**src/rtl/bits_recorder_if.sv**
```systemverilog
// Bus between the change recorder and its environment: the recording
// controls and bus under observation, plus the valid/ready drain port.
interface bits_recorder_if #(
    parameter int WIDTH    = 4,
    parameter int TS_WIDTH = 32,
    parameter int DEPTH    = 16
);
    localparam int CW = $clog2(DEPTH + 1);

    logic                      enable_i;
    logic [WIDTH-1:0]          bits_i;
    logic                      rd_ready_i;
    logic [TS_WIDTH+WIDTH-1:0] data_o;
    logic                      valid_o;
    logic [CW-1:0]             count_o;
    logic                      overflow_o;

    // Environment side: drives the bus, enable and drain-ready.
    modport master (
        output enable_i, bits_i, rd_ready_i,
        input  data_o, valid_o, count_o, overflow_o
    );

    // Recorder side.
    modport slave (
        input  enable_i, bits_i, rd_ready_i,
        output data_o, valid_o, count_o, overflow_o
    );
endinterface

```
**src/rtl/bits_recorder.sv**
```systemverilog
// Timestamped change recorder: while enabled, logs {timestamp, value} on arm
// and on every change of bits_i into a FIFO drained via valid/ready.
module bits_recorder #(
    parameter int WIDTH    = 4,
    parameter int TS_WIDTH = 32,
    parameter int DEPTH    = 16
) (
    input  logic          clk_i,
    input  logic          reset_i,
    bits_recorder_if.slave bus
);
    localparam int AW = $clog2(DEPTH);
    localparam int CW = $clog2(DEPTH + 1);
    localparam int EW = TS_WIDTH + WIDTH;

    typedef logic [EW-1:0] entry_t;

    entry_t              r_mem [DEPTH];
    logic [AW-1:0]       r_rd_ptr;
    logic [AW-1:0]       r_wr_ptr;
    logic [CW-1:0]       r_count;
    logic [TS_WIDTH-1:0] r_ts;
    logic [WIDTH-1:0]    r_prev;
    logic                r_en_hist;
    logic                r_valid;
    logic                r_overflow;
    entry_t              r_data;

    logic                w_arm;
    logic                w_rec;
    logic                w_change;
    logic                w_full;
    logic                w_pop;
    logic                w_wr_en;
    logic                w_drop;
    entry_t              w_entry;
    logic [AW-1:0]       w_wr_addr;
    logic [AW-1:0]       w_rd_next;
    logic [AW-1:0]       w_wr_next;
    logic [CW-1:0]       w_count_next;
    logic [TS_WIDTH-1:0] w_ts_next;
    logic                w_ovf_next;
    entry_t              w_head_next;

    // Next-state decode: arm flushes and writes the initial entry in one edge;
    // otherwise push on change, pop on handshake, drop on full without pop.
    always_comb begin
        w_arm        = bus.enable_i & ~r_en_hist;
        w_rec        = bus.enable_i & r_en_hist;
        w_change     = w_rec & (bus.bits_i != r_prev);
        w_full       = (r_count == CW'(DEPTH));
        w_pop        = 1'b0;
        w_wr_en      = 1'b0;
        w_drop       = 1'b0;
        w_entry      = '0;
        w_wr_addr    = r_wr_ptr;
        w_rd_next    = r_rd_ptr;
        w_wr_next    = r_wr_ptr;
        w_count_next = r_count;
        w_ts_next    = r_ts;
        w_ovf_next   = r_overflow;
        if (w_arm) begin
            // Pending pops are irrelevant: the flush discards the old contents.
            w_wr_en      = 1'b1;
            w_entry      = {TS_WIDTH'(0), bus.bits_i};
            w_wr_addr    = '0;
            w_rd_next    = '0;
            w_wr_next    = AW'(1);
            w_count_next = CW'(1);
            w_ts_next    = TS_WIDTH'(1);
            w_ovf_next   = 1'b0;
        end else begin
            w_pop        = r_valid & bus.rd_ready_i;
            w_wr_en      = w_change & (~w_full | w_pop);
            w_drop       = w_change & w_full & ~w_pop;
            w_entry      = {r_ts, bus.bits_i};
            w_wr_addr    = r_wr_ptr;
            w_rd_next    = w_pop ? (r_rd_ptr + AW'(1)) : r_rd_ptr;
            w_wr_next    = w_wr_en ? (r_wr_ptr + AW'(1)) : r_wr_ptr;
            w_count_next = r_count + CW'(w_wr_en) - CW'(w_pop);
            w_ts_next    = w_rec ? (r_ts + TS_WIDTH'(1)) : r_ts;
            w_ovf_next   = r_overflow | w_drop;
        end
    end

    // Head of the FIFO after this edge, so data_o can be a plain register.
    // The entry being written this edge may itself become the head.
    always_comb begin
        w_head_next = '0;
        if (w_count_next == '0) begin
            w_head_next = '0;
        end else if (w_wr_en && (w_wr_addr == w_rd_next)) begin
            w_head_next = w_entry;
        end else begin
            w_head_next = r_mem[w_rd_next];
        end
    end

    // Entry storage; cleared on reset so no stale data is ever observable.
    always_ff @(posedge clk_i or posedge reset_i) begin
        if (reset_i) begin
            for (int i = 0; i < DEPTH; i++) begin
                r_mem[i] <= '0;
            end
        end else if (w_wr_en) begin
            r_mem[w_wr_addr] <= w_entry;
        end
    end

    // Control state, timestamp, history and registered outputs.
    always_ff @(posedge clk_i or posedge reset_i) begin
        if (reset_i) begin
            r_rd_ptr   <= '0;
            r_wr_ptr   <= '0;
            r_count    <= '0;
            r_ts       <= '0;
            r_prev     <= '0;
            r_en_hist  <= 1'b0;
            r_valid    <= 1'b0;
            r_overflow <= 1'b0;
            r_data     <= '0;
        end else begin
            r_rd_ptr   <= w_rd_next;
            r_wr_ptr   <= w_wr_next;
            r_count    <= w_count_next;
            r_ts       <= w_ts_next;
            r_prev     <= bus.bits_i;
            r_en_hist  <= bus.enable_i;
            r_valid    <= (w_count_next != '0);
            r_overflow <= w_ovf_next;
            r_data     <= w_head_next;
        end
    end

    assign bus.data_o     = r_data;
    assign bus.valid_o    = r_valid;
    assign bus.count_o    = r_count;
    assign bus.overflow_o = r_overflow;
endmodule

```
**src/flat_wrapper.sv**
```systemverilog
// flat-port wrapper written by rule: the top's interface ports become plain ports
module bits_recorder_flat 
#(
    parameter int WIDTH    = 4,
    parameter int TS_WIDTH = 32,
    parameter int DEPTH    = 16
)
  (clk_i, reset_i, bus_enable_i, bus_bits_i, bus_rd_ready_i, bus_data_o, bus_valid_o, bus_count_o, bus_overflow_o);
  bits_recorder_if #(.WIDTH(WIDTH), .TS_WIDTH(TS_WIDTH), .DEPTH(DEPTH)) bus_i ();
  input  logic clk_i;
  input  logic reset_i;
  input wire logic [$bits(bus_i.enable_i)-1:0] bus_enable_i;
  input wire logic [$bits(bus_i.bits_i)-1:0] bus_bits_i;
  input wire logic [$bits(bus_i.rd_ready_i)-1:0] bus_rd_ready_i;
  output wire logic [$bits(bus_i.data_o)-1:0] bus_data_o;
  output wire logic [$bits(bus_i.valid_o)-1:0] bus_valid_o;
  output wire logic [$bits(bus_i.count_o)-1:0] bus_count_o;
  output wire logic [$bits(bus_i.overflow_o)-1:0] bus_overflow_o;
  assign bus_i.enable_i = bus_enable_i;
  assign bus_i.bits_i = bus_bits_i;
  assign bus_i.rd_ready_i = bus_rd_ready_i;
  assign bus_data_o = bus_i.data_o;
  assign bus_valid_o = bus_i.valid_o;
  assign bus_count_o = bus_i.count_o;
  assign bus_overflow_o = bus_i.overflow_o;
  bits_recorder #(.WIDTH(WIDTH), .TS_WIDTH(TS_WIDTH), .DEPTH(DEPTH)) u_core (.clk_i(clk_i), .reset_i(reset_i), .bus(bus_i));
endmodule
```
**config.mk**
```make
export PLATFORM = sky130hd
export DESIGN_NAME = bits_recorder_flat
export DESIGN_NICKNAME = d
export VERILOG_FILES = /design/src/rtl/bits_recorder_if.sv /design/src/rtl/bits_recorder.sv /design/src/flat_wrapper.sv
export SDC_FILE = /design/constraint.sdc
export NUM_CORES = 2
export LEC_CHECK = 0
export CELL_PAD_IN_SITES_DETAIL_PLACEMENT = 2
export CELL_PAD_IN_SITES_GLOBAL_PLACEMENT = 2
export CORE_UTILIZATION = 37
export CTS_BUF_LIST = sky130_fd_sc_hd__clkbuf_4 sky130_fd_sc_hd__clkbuf_8 sky130_fd_sc_hd__clkbuf_16
export CTS_CLUSTER_SIZE = 12
export DETAILED_ROUTE_END_ITERATION = 8
export HOLD_SLACK_MARGIN = 0.02
export PLACE_DENSITY = 0.84
export SETUP_SLACK_MARGIN = 0.2
export SYNTH_ARGS = -nofsm -noshare
export SYNTH_HDL_FRONTEND = slang
export SYNTH_SLANG_ARGS = --single-unit
```
**constraint.sdc**
```tcl
create_clock -name clk_i -period 22.7 [get_ports clk_i]
set_input_delay 4.54 -clock clk_i [delete_from_list [all_inputs] [get_ports clk_i]]
set_output_delay 4.54 -clock clk_i [all_outputs]
set_load 0.05 [all_outputs]
```
==> run metrics <==
Finished Core Util 0.419; DIE WIDTH 284 um; synth top area cells dfrtp_1, nand2_1, o21ai_0; Worst Path Class, Setup in2reg; Avg Synthesized Cell Area 9.93 um2; setup bufs post-CTS 0; Final Hold Vio Count 0; DP HPWL 61,300 um; Worst-path clk slew 0.06 ns; ys async rst share 1.00; post-synthesis cell area 29,400 um2; Slew Viols, Final 0; Synth cell types 64; R2R depth 9; max_cap viols 0; RSZ-0062 raised after global routing no; gr ovfl total 0; area of the multi-input gates 11,700 um2; area leader, netlist dfrtp_1; synth warn 0; sequential cell area 16,600 um2; cell mode on critical path nor2_1; Leak 14.0 nW; CP max stage cell clkdlybuf4s50_1; Die H 284 um; slew of the pin with the lowest slew margin 1.33 ns; VDD IR max 0.0000877 V; CTS tree done; minimum clock period 8.79 ns; clock buffer count from CTS 76; Total Routing Usage GR 0.274; number of global-route vias before repair 27,300; r2r setup slk 18.08 ns; CTS Buffer Depth 3; clk sinks 664; Ports 51; GPL Wtd Cong 0.787; Synth Instances 2,964; Pwr Density 105 nW/um2; DR pass1 iterations 5; worst min path class reg2reg; worst reg2reg endpoint u_core.bus.data_o[26]; Synthesized Nets 2,982; status completed; clock skew 0.0253 ns; critical-path cell list clkdlybuf4s50_1, xor2_1, nor4_4, nor3_4, ha_1, fa_1, a21oi_1, nor2_1, nor2_1, xnor2_1, and4_1, or2_1, buf_4, o2bb2ai_1; Setup crit start kind input pin; core area 78,900 um2; Relative slew margins 0.109; DRC violations left 0; period utilisation layout 0.387; critical path arrival 9.27 ns; WL per Instance 27.5 um; Min-Delay Endpoint u_core.r_mem[86]; #FFs+latches synth 664; vias per cell 5.92; FF-to-FF Start u_core.bus.valid_o; fraction of layout cells with a size suffix above 1 0.123; worst skew pair latency 0.64 ns; CTS Hold Buffers Added 0; row count 103; post-synthesis sequential area ratio 0.565; Root Buffer clkbuf_16; drt initial violations 1,796; Fmax achieved 114 MHz; Hold Path Depth 2; Critical Path Fanout Max 22; Area Growth Syn to Fin 12.4%; DRT antenna net count 0; Crit path largest cell delay 0.91 ns; DR vias 23,600; Critical Path RT 23.18 ns; pin count of the biggest net entering global routing 170; Crit. End Element flop; Final setup viols 0; EDFF count, synth 0; Starting Density 0.373; hold path start u_core.r_mem[86]; DRT Wirelength 110,000 um; IO Port Bufs 50; nets@finish 2,902; Filler cells 8,186; ys flop type dfrtp_1; first-pass GRT wire length 170,000 um; CTS HTree Levels 3; area fraction of the dominant cell type after synthesis 0.565; setup_tns 0 ns; CTS-repair resized insts 0; DIE AREA 80,700 um2; initial antenna violation count 4
## cells in the mapped netlist (16+ instances only)
library cell and instances:
o2bb2ai_1 27, nand4_1 52, mux2_4 30, xor2_1 25
mux2_2 66, nor2_1 48, a22oi_1 28, dfrtp_1 664
nand3_1 159, mux4_2 58, a21oi_1 20, xnor2_1 16
buf_2 71, nand2_1 873, clkbuf_1 140, o21ai_0 508
## final cells by class
| class | instances | share of cell area |
|---|---|---|
| clock buffers | 115 | 0.0714 |
| multi-input cells | 2036 | 0.354 |
| well taps | 1050 | 0.0397 |
| repair buffers | 86 | 0.0244 |
| inverters | 20 | 0.00261 |
| clock inverters | 18 | 0.00511 |
| diodes | 2 | 0.000151 |
| flip-flops and latches | 664 | 0.502 |
## cells in the final DEF (no fill, tap or decap), types with 4 or more instances in the layout
| cell | instances |
|---|---|
| clkbuf_4 | 21 |
| a21oi_1 | 20 |
| nand4_1 | 52 |
| nand3_1 | 155 |
| mux2_4 | 30 |
| a22oi_1 | 28 |
| o22ai_1 | 4 |
| clkbuf_16 | 81 |
| xnor2_1 | 16 |
| mux2i_1 | 10 |
| ha_1 | 9 |
| mux4_2 | 58 |
| nand2_1 | 864 |
| nor3_1 | 5 |
| dfrtp_1 | 664 |
| and4_1 | 5 |
| a32oi_1 | 9 |
| o21ai_0 | 508 |
| or3_1 | 5 |
| a31oi_1 | 13 |
| o21ai_1 | 4 |
| nor2_1 | 48 |
| clkdlybuf4s50_1 | 50 |
| nand3_4 | 4 |
| xor2_1 | 25 |
| and3_1 | 9 |
| nand2_2 | 10 |
| mux2_2 | 66 |
| buf_4 | 33 |
| inv_1 | 14 |
| o2bb2ai_1 | 27 |
| a22o_1 | 5 |
| clkinv_2 | 14 |
| clkbuf_8 | 13 |
## state kept, by name (all words and copies together), names as in the netlist
name / cells
u_core.r_mem: 576
u_core.bus.data_o: 36
u_core.r_ts: 32
u_core.bus.count_o: 5
u_core.r_prev: 4
u_core.r_rd_ptr: 4
u_core.r_wr_ptr: 4
u_core.bus.overflow_o: 1
u_core.bus.valid_o: 1
u_core.r_en_hist: 1
## power by group
group          total (mW)  switching (mW)  internal, mW
registers            1.33          0.0753          1.25
clock network        1.27           0.515         0.751
logic               0.893           0.641         0.252
## kinds of logic after synthesis
kind of cell	share of synthesized area
XOR/XNOR	0.0122
flip-flops	0.565
AND/OR/NAND/NOR	0.169
multiplexers	0.0887
adder cells (fa/ha/maj)	0.00451
buffers and inverters	0.0424
AO/OA/AOI/OAI	0.118
## how the worst max path moves through the flow
stage | startpoint | to | slack (ns) | cells after the start
after floorplan | reset_i | u_core.bus.count_o[0] | 9.08 | 1
after global placement | reset_i | u_core.r_mem[346] | 13.43 | 6
after detailed placement | reset_i | u_core.r_mem[416] | 13.26 | 6
after CTS | reset_i | u_core.r_mem[53] | 13.88 | 6
after global routing | reset_i | u_core.r_mem[53] | 13.51 | 6
final | bus_bits_i[2] | u_core.bus.data_o[9] | 13.91 | 14
## worst max-delay path: cells and delay by family
kind | cells | cell delay (ns)
AO/OA/AOI/OAI | 2 | 0.33
XOR/XNOR | 2 | 0.43
adder cells (fa/ha/maj) | 2 | 0.71
buffers and inverters | 2 | 1.38
AND/OR/NAND/NOR | 6 | 1.80
## per-stage QoR
step                      std cells  worst slack [ns]  area [um2]  power, mW  hold WS, ns
after floorplan                2964              9.08       29400       1.87        0.445
final                          3991             13.91       33100       3.49        0.481
after CTS                      3989             13.88       33100       3.50        0.481
after global placement         3856             13.43       30500       2.16        0.456
after detailed placement       3856             13.26       30500       2.21        0.467
after global routing           3990             13.51       33100       3.59        0.505
## per-layer routing
layer	wire length (um)	vias to the layer above	global-route usage
li1	-	9942	-
met1	44100	12700	0.332
met2	55600	704	0.478
met3	5230	270	0.0413
met4	4740	0	0.132
met5	0	-	0
Power figures use the tool's default switching activity.
